## config.mk

```make
export PLATFORM = sky130hd
export DESIGN_NAME = fetch_sequencer
export DESIGN_NICKNAME = d
export VERILOG_FILES = /design/src/rtl/fetch_sequencer.sv
export SDC_FILE = /design/constraint.sdc
export NUM_CORES = 1
export LEC_CHECK = 0
export BUFFER_PORTS_ARGS = -buffer_cell sky130_fd_sc_hd__buf_2
export CAP_MARGIN = 20
export CORE_MARGIN = 10
export CORE_UTILIZATION = 47
export DETAILED_ROUTE_END_ITERATION = 7
export HOLD_SLACK_MARGIN = 0.06
export PLACE_DENSITY = 0.75
export SLEW_MARGIN = 20
export SYNTH_ARGS = -nofsm -noshare
export SYNTH_HDL_FRONTEND = slang
export SYNTH_SLANG_ARGS = --single-unit
```

## constraint.sdc

```tcl
create_clock -name clock -period 1.85 [get_ports clock]
set_input_delay 0.37 -clock clock [delete_from_list [all_inputs] [get_ports clock]]
set_output_delay 0.37 -clock clock [all_outputs]
set_load 0.05 [all_outputs]
```

## src/rtl/fetch_sequencer.sv

```systemverilog
// Instruction-fetch controller: owns the PC and hands one instruction at a time
// from instruction memory (req/ack) to decode (valid/ready), with redirect and halt.
module fetch_sequencer #(
  parameter int unsigned              ADDR_W     = 8,
  parameter int unsigned              INSTR_W    = 16,
  parameter logic [ADDR_W-1:0]        RESET_ADDR = '0
) (
  input  logic               clock,
  input  logic               reset,
  output logic               mem_req,
  output logic [ADDR_W-1:0]  mem_addr,
  input  logic               mem_ack,
  input  logic [INSTR_W-1:0] mem_rdata,
  output logic               ir_valid,
  output logic [INSTR_W-1:0] ir_data,
  output logic [ADDR_W-1:0]  ir_pc,
  input  logic               ir_ready,
  input  logic               redirect,
  input  logic [ADDR_W-1:0]  redirect_addr,
  input  logic               halt,
  output logic               halted
);

  typedef enum logic [1:0] {IDLE, FETCH, HOLD, HALT} state_t;

  state_t            state;
  logic [ADDR_W-1:0] pc;

  // Decoded straight from registers so an async reset drops the request at once.
  assign mem_req  = (state == FETCH);
  assign mem_addr = pc;

  always_ff @(posedge clock or negedge reset) begin
    if (!reset) begin
      state    <= IDLE;
      pc       <= RESET_ADDR;
      ir_valid <= 1'b0;
      ir_data  <= '0;
      ir_pc    <= '0;
      halted   <= 1'b0;
    end else if (redirect) begin
      // Flush wins over everything, including a completing fetch on this edge.
      state    <= IDLE;
      pc       <= redirect_addr;
      ir_valid <= 1'b0;
      halted   <= 1'b0;
    end else begin
      case (state)
        IDLE: begin
          if (halt) begin
            state  <= HALT;
            halted <= 1'b1;
          end else begin
            state  <= FETCH;
          end
        end
        FETCH: begin
          if (mem_ack) begin
            ir_data  <= mem_rdata;
            ir_pc    <= pc;
            ir_valid <= 1'b1;
            pc       <= pc + 1'b1;
            state    <= HOLD;
          end
        end
        HOLD: begin
          if (ir_ready) begin
            ir_valid <= 1'b0;
            if (halt) begin
              state  <= HALT;
              halted <= 1'b1;
            end else begin
              state  <= FETCH;
            end
          end
        end
        HALT: begin
          state <= HALT;
        end
        default: begin
          state <= IDLE;
        end
      endcase
    end
  end

endmodule

```

==> impl_metrics.csv, run 1 <==
group,metric,value,unit
run_status,status,"completed",
placed_design,place_hpwl,2859,um
sta,clock_skew,7.343,ps
final_layout,syn2layout_area_growth,27.86,%
clock_tree,cts.path.max_buffers,2,
clock_tree,cts_resized,0,
power,combPwrFrac,0.430,
min_path,hp-class,"in2async",
critical_path,crit_fanout,5,
detailed_routing,drt_iter0_drc,49,
synth,synth_most_common_cell,"dfrtp_1",
final_layout,seq_area,900.9,um^2
power,vdd_drop_max,973.0,uV
critical_path,startpoint,"state[0]$_DFFE_PN0P_",
global_routing,grt_pass1_wl,6099,um
global_routing,overflow,0,
final_layout,design_area,1969,um^2
floorplan,rows,20,
sta,tightest_slew,765.7,ps
synth,syn_nets,152,
power,leakagePower,0.9724,nW
synth,yosys_warnings,0,
synth,avgSynthCellArea,12.73,um^2
global_routing,grt_max_degree,37,
synth,ys_async_sr_fraction,1.000,
power,pwr-share-seq,0.400,
sta,fin_tns_setup,0,ps
sta,slew_headroom,0.4895,
critical_path,path_cells,"inv_1 > nor2_1 > buf_2",
critical_path,required,1480,ps
placed_design,place.gp.congestion,0.7672,
global_routing,grtUsageMet3,0.06294,
critical_path,cp.arrival,1300,ps
sta,fmax,599.7,MHz
power,finalPower,0.002705,W
power,p_int,0.001487,W
critical_path,endpoint_kind,"output port",
detailed_routing,via_count,1226,
global_routing,antenna_found_initial,0,
clock_tree,post-cts-setup-buffers,0,
synth,synth_top_cell_area_share,0.5849,
clock_tree,cts_tree,"built",
clock_tree,root_buffer,"clkbuf_4",
detailed_routing,finalWirelength,3632,um
clock_tree,ctsHtreeMaxLevel,2,
final_layout,nets,221,
detailed_routing,drc,0,
global_routing,grt_pass1_vias,1294,
floorplan,die_h,77.25,um
critical_path,crit_type,"reg2out",
synth,ys.flop_type,"dfrtp_1",
critical_path,r2r-start,"state[1]$_DFFE_PN0P_",
synth,synth_cell_type_count,27,
floorplan,ios,65,
floorplan,coreArea,3103,um^2
synth,netlist.top_cell.by_area,"dfrtp_1",
final_layout,multiInputGateArea,601.8,um^2
sta,min_period,1667,ps
final_layout,drive_gt1_frac,0.5263,
detailed_routing,avgViaCountPerCell,5.239,
power,p_sw_frac,0.4501,
global_routing,grt_usage,0.1255,
clock_tree,clk_pin_slew,100,ps
floorplan,die_area,5967,um^2
global_routing,grt_most_used_layer,"met2",
critical_path,startpoint_type,"register",
synth,synth_top_cells_by_area,"dfrtp_1, mux2_2, nand3_1",
sta,setup_violations,0,
clock_tree,cts_hold_buf,0,
detailed_routing,firstDrtPassIters,4,
sta,post-route-period-util,0.9013,
critical_path,cp_slowest_stage_delay,450,ps
clock_tree,clk_latency,340,ps
floorplan,chipWidth,77.25,um
sta,holdWs,92.74,ps
power,p_per_area,1373,nW/um^2
power,clockPowerShare,0.170,
power,p_sw,0.001217,W
global_routing,use_met2,0.2090,
sta,maxSlewViolCount,0,
placed_design,io_buffer_count,64,
synth,synth_seq_area_share,0.5849,
synth,synthTopCellsByCount,"dfrtp_1, mux2_2, nand2_1",
final_layout,n_antenna_cell,0,
floorplan,start_util,0.4964,
critical_path,slowest_stage,"dfrtp_1",
flow_run,drv_cap,0,
placed_design,dpl_cell_area,1904,um^2
clock_tree,cts_made_buffers,5,
global_routing,gr-usage-met1,0.1361,
synth,syn-cell-area,1540,um^2
clock_tree,cts_num_sinks,36,
synth,synth_cells,121,
detailed_routing,routedWlPerCell,15.52,um
detailed_routing,ant_nets,0,
synth,synth-edff-count,0,
sta,rsz0062_at_grt,"false",
final_layout,fill_cells,278,
synth,ys_ff_latch,36,
sta,finalHoldViolCount,0,
per-layer routing:
| metal | up-vias | part of all wire |
|---|---|---|
| met1 | 587 | 0.42 |
| li1 | 576 | - |
| met4 | 0 | 0.011 |
| met3 | 8 | 0.097 |
| met2 | 55 | 0.47 |
| met5 | - | 0 |
area by class of cell:
class | instances | share of cell area
flip-flops and latches | 36 | 0.4574
multi-input cells | 78 | 0.3056
repair buffers | 66 | 0.1703
clock buffers | 7 | 0.03304
well taps | 44 | 0.02795
inverters | 3 | 0.005718
critical path: cells and delay by family, from the launching register on:
| family | cells | cell delay (ps) |
|---|---|---|
| and+or+nand+nor | 1 | 120 |
| buffers and inverters | 2 | 380 |
| DFF | 1 | 450 |
worst paths after layout:
kind	end	cells past startpoint	slack (ps)
max in group asynchronous	mem_addr[2]$_DFFE_PN0P_	1	1270
max reg2reg	ir_data[1]$_DFFE_PN0P_	4	320
min reg2reg	ir_data[11]$_DFFE_PN0P_	1	510
min	halted$_DFFE_PN0P_	1	90
max	mem_req	3	180
min in group clock	mem_addr[0]$_DFFE_PN0P_	3	230
cells by family (layout without fill, tap and decap cells):
kind of cell / after synthesis / after routing / synth area share
buffers and inverters: 7 / 76 / 0.02437
multiplexers: 25 / 25 / 0.1820
XOR/XNOR: 2 / 2 / 0.01137
AO/OA/AOI/OAI: 15 / 15 / 0.06174
AND/OR/NAND/NOR: 35 / 35 / 0.1276
flip-flops: 36 / 36 / 0.5849
adder cells (fa/ha/maj): 1 / 1 / 0.008122
cell usage in the layout, fill, tap and decap left out, types with 2 or more instances in the layout:
cell type  synthesis  routed
buf_2              0      64
dfrtp_1           36      36
mux2_2            24      24
nand2_1           10      10
nand3_1            8       8
o21ai_0            6       6
or4_1              5       5
clkbuf_4           0       5
nor2_1             4       4
inv_1              3       3
o211ai_1           3       3
nor2b_1            2       2
a31oi_1            2       2
xor2_1             2       2
clkbuf_8           0       2
buf_4              1       2
per-stage QoR:
step | worst slack [ps] | utilization | cells
2_1_floorplan | 186.2 | - | 121
3_3_place_gp | 351.3 | 0.6137 | 227
3_5_place_dp | 323.9 | 0.6137 | 227
4_1_cts | 143.6 | 0.6347 | 234
5_1_grt | 62.46 | 0.6347 | 234
6_report | 182.5 | 0.6347 | 234
registers in the layout (all words and copies together) (netlist names):
| register | flops |
|---|---|
| halted | 1 |
| ir_data | 16 |
| ir_pc | 8 |
| ir_valid | 1 |
| mem_addr | 8 |
| state | 2 |
power by group through the flow:
| stage | logic [W] | registers (W) | clock network (W) |
|---|---|---|---|
| 2_1_floorplan | 0.000221 | 0.00174 | 0 |
| 3_3_place_gp | 0.00116 | 0.00109 | 0 |
| 3_5_place_dp | 0.00118 | 0.00110 | 0 |
| 4_1_cts | 0.00118 | 0.00109 | 0.000476 |
| 5_1_grt | 0.00123 | 0.00112 | 0.000502 |
| 6_report | 0.00116 | 0.00108 | 0.000460 |
No activity file was read; power rests on OpenSTA's default activity.
==> run 2, diff against run 1 <==
Clock period 1.85 ns to 1.72 ns, I/O delays scaled along.
==> run 2 against run 1 <==
  * Clock skew is 4.1 ps lower
  * Hold slack better by 110 ps
  * Die area stayed put
  * Clock power is 44% higher
  * Critical path depth is 1 higher
  * Flip-flop and latch count stayed put
  * Global-route usage is 0.42 points higher
  * Setup slack worse by 13 ps
  * Critical path type is now reg2reg
==> impl_metrics.csv, run 2 (synthesis gave the netlist of run 1 again) <==
group,metric,value,unit
clock_tree,ctsHtreeMaxLevel,2,
final_layout,fill_cells,261,
clock_tree,clk_pin_slew,100,ps
run_status,status,"completed",
sta,setup_violations,0,
global_routing,gr-usage-met1,0.1460,
sta,post-route-period-util,0.9012,
clock_tree,cts_tree,"built",
final_layout,nets,223,
detailed_routing,drt_iter0_drc,65,
power,clockPowerShare,0.215,
power,vdd_drop_max,804.4,uV
sta,rsz0062_at_grt,"false",
critical_path,crit_fanout,16,
flow_run,drv_cap,0,
global_routing,grtUsageMet3,0.07692,
global_routing,grt_pass1_wl,6154,um
clock_tree,cts.path.max_buffers,2,
floorplan,rows,20,
global_routing,grt_pass1_vias,1261,
detailed_routing,via_count,1221,
power,leakagePower,0.9944,nW
placed_design,place_hpwl,2826,um
global_routing,overflow,0,
power,p_sw,0.001322,W
global_routing,grt_usage,0.1297,
global_routing,use_met2,0.1965,
power,p_int,0.001758,W
detailed_routing,ant_nets,0,
final_layout,drive_gt1_frac,0.5337,
placed_design,io_buffer_count,64,
final_layout,regMostFlops,"ir_data",
detailed_routing,firstDrtPassIters,4,
final_layout,mostFrequentLayoutCells,"buf_2, dfrtp_1, mux2_2",
detailed_routing,routedWlPerCell,15.45,um
clock_tree,post-cts-setup-buffers,0,
power,p_per_area,1524,nW/um^2
sta,maxSlewViolCount,0,
final_layout,largest_register_ffs,16,
clock_tree,root_buffer,"clkbuf_4",
sta,fin_tns_setup,0,ps
critical_path,cp.arrival,1790,ps
global_routing,grt_max_degree,37,
floorplan,ios,65,
global_routing,antenna_found_initial,0,
floorplan,die_h,77.25,um
final_layout,final_cells,237,
clock_tree,cts_num_sinks,36,
sta,fmax,645.1,MHz
floorplan,chipWidth,77.25,um
sta,min_period,1550,ps
placed_design,dpl.cell_count,228,
final_layout,syn2layout_area_growth,31.19,%
final_layout,final_common_cell,"buf_2",
min_path,hp-class,"in2reg",
sta,clock_skew,3.270,ps
critical_path,endpoint_kind,"register",
final_layout,n_antenna_cell,0,
detailed_routing,finalWirelength,3661,um
floorplan,start_util,0.4964,
power,pwr-share-seq,0.378,
critical_path,required,1960,ps
clock_tree,cts_made_buffers,5,
clock_tree,clk_latency,340,ps
sta,slew_headroom,0.7105,
sta,tightest_slew,434.2,ps
detailed_routing,drc,0,
sta,holdWs,203.0,ps
critical_path,crit_type,"reg2reg",
critical_path,path_cells,"nand3b_4 > nor2_2 > buf_4 > mux2_2",
critical_path,slowest_stage,"dfrtp_1",
floorplan,die_area,5967,um^2
detailed_routing,avgViaCountPerCell,5.152,
global_routing,grt_most_used_layer,"met2",
placed_design,place.gp.congestion,0.7667,
power,p_sw_frac,0.4292,
power,combPwrFrac,0.407,
sta,finalHoldViolCount,0,
critical_path,cp_slowest_stage_delay,460,ps
floorplan,coreArea,3103,um^2
critical_path,startpoint_type,"register",
==> run 2: final timing paths <==
path,startpoint,slack (ps),endpoint,depth (start not counted)
worst max-delay path,state[1]$_DFFE_PN0P_,170,ir_data[6]$_DFFE_PN0P_,4
worst min-delay path,redirect_addr[0],200,mem_addr[0]$_DFFE_PN0P_,3
worst max register to register,state[1]$_DFFE_PN0P_,170,ir_data[6]$_DFFE_PN0P_,4
worst min register to register,ir_data[12]$_DFFE_PN0P_,510,ir_data[12]$_DFFE_PN0P_,1
max in group asynchronous,reset,820,state[0]$_DFFE_PN0P_,3
min in group asynchronous,reset,570,ir_data[14]$_DFFE_PN0P_,3
==> run 2: metal layers <==
layer	wire length (um)	share of wire
met2	1695	0.46
met1	1550	0.42
met3	359	0.098
met5	0	0
met4	56	0.015
==> run 2: power by group through the flow <==
stage,Combinational [W],Sequential [W],Clock (W)
floorplan,0.000238,0.00187,0
CTS,0.00127,0.00117,0.000680
finish,0.00125,0.00116,0.000662
global route,0.00132,0.00120,0.000725
global placement,0.00125,0.00117,0
detailed placement,0.00127,0.00118,0
==> run 2: area by class of cell <==
class                      instances  area, um^2  share of cell area
clock inverter                     1       30.03             0.01486
tap                               44       55.05             0.02724
inverter                           3       11.26            0.005573
multi-input combinational         78       601.8              0.2978
sequential                        36       902.1              0.4464
timing repair buffer              68       355.3              0.1759
clock buffer                       7       65.06             0.03220
==> run 2: what timing repair did <==
action                                  4_1_cts  5_1_grt
endpoints found under the setup margin        0        1
hold endpoints to repair                     36        0
hold buffers                                  1        0
gates resized for setup                       0        2
==> run 2: metrics by stage <==
step	area [um^2]	power, W	worst slack (ps)	utilization
after detailed placement	1912	0.002449	187.6	0.6161
final	2021	0.003080	169.9	0.6512
after global routing	2021	0.003245	64.07	0.6512
after CTS	2017	0.003116	77.63	0.6500
after global placement	1912	0.002418	247.7	0.6161
after floorplan	1540	0.002111	56.18	-
==> run 2: worst max-delay path, delay by kind of cell, from the launching register on <==
family | cells | cell delay [ps]
multiplexers | 1 | 360
AND/OR/NAND/NOR | 2 | 380
flip-flops | 1 | 460
buffers and inverters | 1 | 240
==> run 3, diff against run 2 <==
Settings changed: ABC_AREA set to 1, CORE_UTILIZATION 47 to 48.
Clock period 1.72 ns to 1.9 ns, I/O delays scaled along.
==> run 3 against run 2 <==
  * Global-route usage rose by 0.47 points
  * Sequential share of layout area decreased by 0.66 points
  * Non-clock buffer count fell by 2
  * Setup slack improved by 95 ps
  * Hold slack worse by 140 ps
  * Power fell by 17%
  * Core utilization fell by 4.2 points
  * Synthesized cell count grew 65%
  * Cell count rose by 32%
  * Critical path type is now reg2out
  * Critical endpoint is now mem_req
==> impl_metrics.csv, run 3 <==
group,metric,value,unit
global_routing,grt_pass1_vias,1500,
final_layout,mostFrequentLayoutCells,"nand2_1, buf_2, dfrtp_1",
power,finalPower,0.002548,W
sta,fin_tns_setup,0,ps
global_routing,grt_max_degree,37,
synth,synth_cell_type_count,19,
clock_tree,root_buffer,"clkbuf_4",
synth,synth_most_common_cell,"nand2_1",
sta,min_period,1635,ps
final_layout,design_area,2048,um^2
sta,finalHoldViolCount,0,
sta,slew_headroom,0.6508,
placed_design,io_buffer_count,64,
detailed_routing,routedWlPerCell,13.11,um
sta,fmax,611.7,MHz
synth,synthAdderAreaFrac,0.007485,
clock_tree,clk_pin_slew,110,ps
power,p_per_area,1244,nW/um^2
synth,synth_simple_gate_area_share,0.3076,
clock_tree,cts_hold_buf,0,
detailed_routing,avgViaCountPerCell,4.731,
final_layout,syn2layout_area_growth,22.53,%
clock_tree,cts_made_buffers,5,
synth,synth.area.mux_share,0,
final_layout,n_antenna_cell,0,
floorplan,start_util,0.4970,
synth,ys_async_sr_fraction,1.000,
clock_tree,cts_num_sinks,36,
placed_design,dpl.cell_count,304,
detailed_routing,via_count,1476,
synth,synth_top_cells_by_area,"dfrtp_1, nand2_1, nand3_1",
placed_design,place_hpwl,3045,um
floorplan,die_h,79.01,um
final_layout,nets,296,
synth,ys_ff_latch,36,
clock_tree,cts_tree,"built",
final_layout,largest_register_ffs,16,
sta,post-route-period-util,0.8605,
detailed_routing,ant_nets,0,
detailed_routing,drc,0,
detailed_routing,finalWirelength,4091,um
synth,synth_top_cell_area_share,0.5389,
min_path,hp-class,"in2async",
critical_path,startpoint,"state[1]$_DFFE_PN0P_",
synth,synth_seq_area_share,0.5389,
power,vdd_drop_max,643.0,uV
synth,netlist.top_cell.by_area,"dfrtp_1",
synth,avgSynthCellArea,8.358,um^2
synth,syn-cell-area,1672,um^2
synth,ys.flop_type,"dfrtp_1",
synth,synth_cells,200,
global_routing,overflow,0,
detailed_routing,drt_iter0_drc,118,
sta,setup_slack,265.1,ps
final_layout,drive_gt1_frac,0.3083,
critical_path,r2r_end,"ir_pc[0]$_DFFE_PN0P_",
sta,rsz0062_at_grt,"false",
global_routing,antenna_found_initial,0,
synth,synth_top_family_by_area,"simple AND/OR/NAND/NOR gates",
final_layout,regMostFlops,"ir_data",
power,leakagePower,1.191,nW
synth,yosys_warnings,0,
sta,tightest_slew,523.0,ps
final_layout,final_common_cell,"nand2_1",
detailed_routing,firstDrtPassIters,4,
sta,maxSlewViolCount,0,
critical_path,startpoint_type,"register",
final_layout,fill_cells,341,
floorplan,coreArea,3363,um^2
floorplan,ios,65,
synth,synth-compound-area-share,0.06287,
critical_path,crit_fanout,3,
critical_path,required,1520,ps
global_routing,grt_usage,0.1343,
critical_path,r2r-start,"state[1]$_DFFE_PN0P_",
critical_path,crit_type,"reg2out",
synth,syn_nets,231,
floorplan,rows,21,
clock_tree,cts_resized,0,
critical_path,r2r_setup_slack,500,ps
placed_design,dp_worst_setup_slack,488.0,ps
clock_tree,ctsHtreeMaxLevel,2,
critical_path,endpoint_kind,"output port",
clock_tree,post-cts-setup-buffers,0,
run_status,status,"completed",
global_routing,grt_pass1_wl,6824,um
placed_design,dpl_cell_area,1994,um^2
sta,setup_violations,0,
critical_path,reg2regPathDepth,6,
floorplan,die_area,6243,um^2
synth,synth-edff-count,0,
placed_design,place.gp.congestion,0.8615,
synth,synth_xor_area_frac,0.005240,
critical_path,cp.arrival,1250,ps
synth,synthTopCellsByCount,"nand2_1, dfrtp_1, nand3_1",
flow_run,drv_cap,0,
final_layout,final_cells,312,
clock_tree,cts.path.max_buffers,2,
clock_tree,clk_latency,340,ps
floorplan,chipWidth,79.01,um
sta,clock_skew,3.899,ps
==> run 3: cell types whose count changed in the layout (fill, tap and decap cells not counted), sizes merged, moves of 2 or more <==
| cell | delta |
|---|---|
| inv | +13 |
| or4 | -5 |
| a31oi | -2 |
| nand2 | +84 |
| nand3 | +9 |
| o21ai | +5 |
| nor2b | -2 |
| mux2 | -24 |
| nor2 | +6 |
==> run 3: stage by stage <==
step | util | hold WS [ps]
after floorplan | - | 84.41
after global placement | 0.5930 | 443.9
after detailed placement | 0.5930 | 442.9
after CTS | 0.6090 | 61.01
after global routing | 0.6090 | 70.33
final | 0.6090 | 62.15
==> run 3: final cells by class <==
| cell class | count | area [um^2] | area share |
|---|---|---|---|
| sequential | 36 | 900.9 | 0.4398 |
| timing repair buffer | 66 | 335.3 | 0.1637 |
| inverter | 16 | 60.06 | 0.02932 |
| clock buffer | 7 | 45.04 | 0.02199 |
| clock inverter | 1 | 8.758 | 0.004276 |
| tap | 46 | 57.56 | 0.02810 |
| multi-input combinational | 140 | 640.6 | 0.3128 |
==> run 3: logic make-up after synthesis <==
group,count (synthesis)
flops,36
xor+xnor,1
buf+inv,24
fa+ha+maj,1
compound gates,15
simple gates,123
==> run 3: worst max-delay path by stage <==
| stage | end | slack [ps] | cells after the start |
|---|---|---|---|
| 6_report | mem_req | 270 | 4 |
| 5_1_grt | mem_req | 170 | 4 |
| 4_1_cts | mem_req | 250 | 4 |
| 3_5_place_dp | mem_addr[4]$_DFFE_PN0P_ | 490 | 5 |
| 3_3_place_gp | mem_addr[4]$_DFFE_PN0P_ | 530 | 5 |
| 2_1_floorplan | mem_addr[4]$_DFFE_PN0P_ | 480 | 6 |
==> run 3: metal layers <==
layer | wire length [um] | track usage | share of wire
met3 | 360 | 0.05518 | 0.088
met1 | 1754 | 0.1540 | 0.43
met4 | 57 | 0.04839 | 0.014
met2 | 1919 | 0.2202 | 0.47
met5 | 0 | 0 | 0
==> run 3: report_power, final <==
group | switching [W] | internal [W] | total, W
Clock | 0.000256 | 0.000149 | 0.000404
Sequential | 0.000108 | 0.000934 | 0.00104
Combinational | 0.000860 | 0.000242 | 0.00110
==> run 3: worst max-delay path, cell delays in order (launching register included) <==
cell     delay (ps)
dfrtp_1         390
inv_1           130
nand2_1          90
inv_1            60
buf_2           250
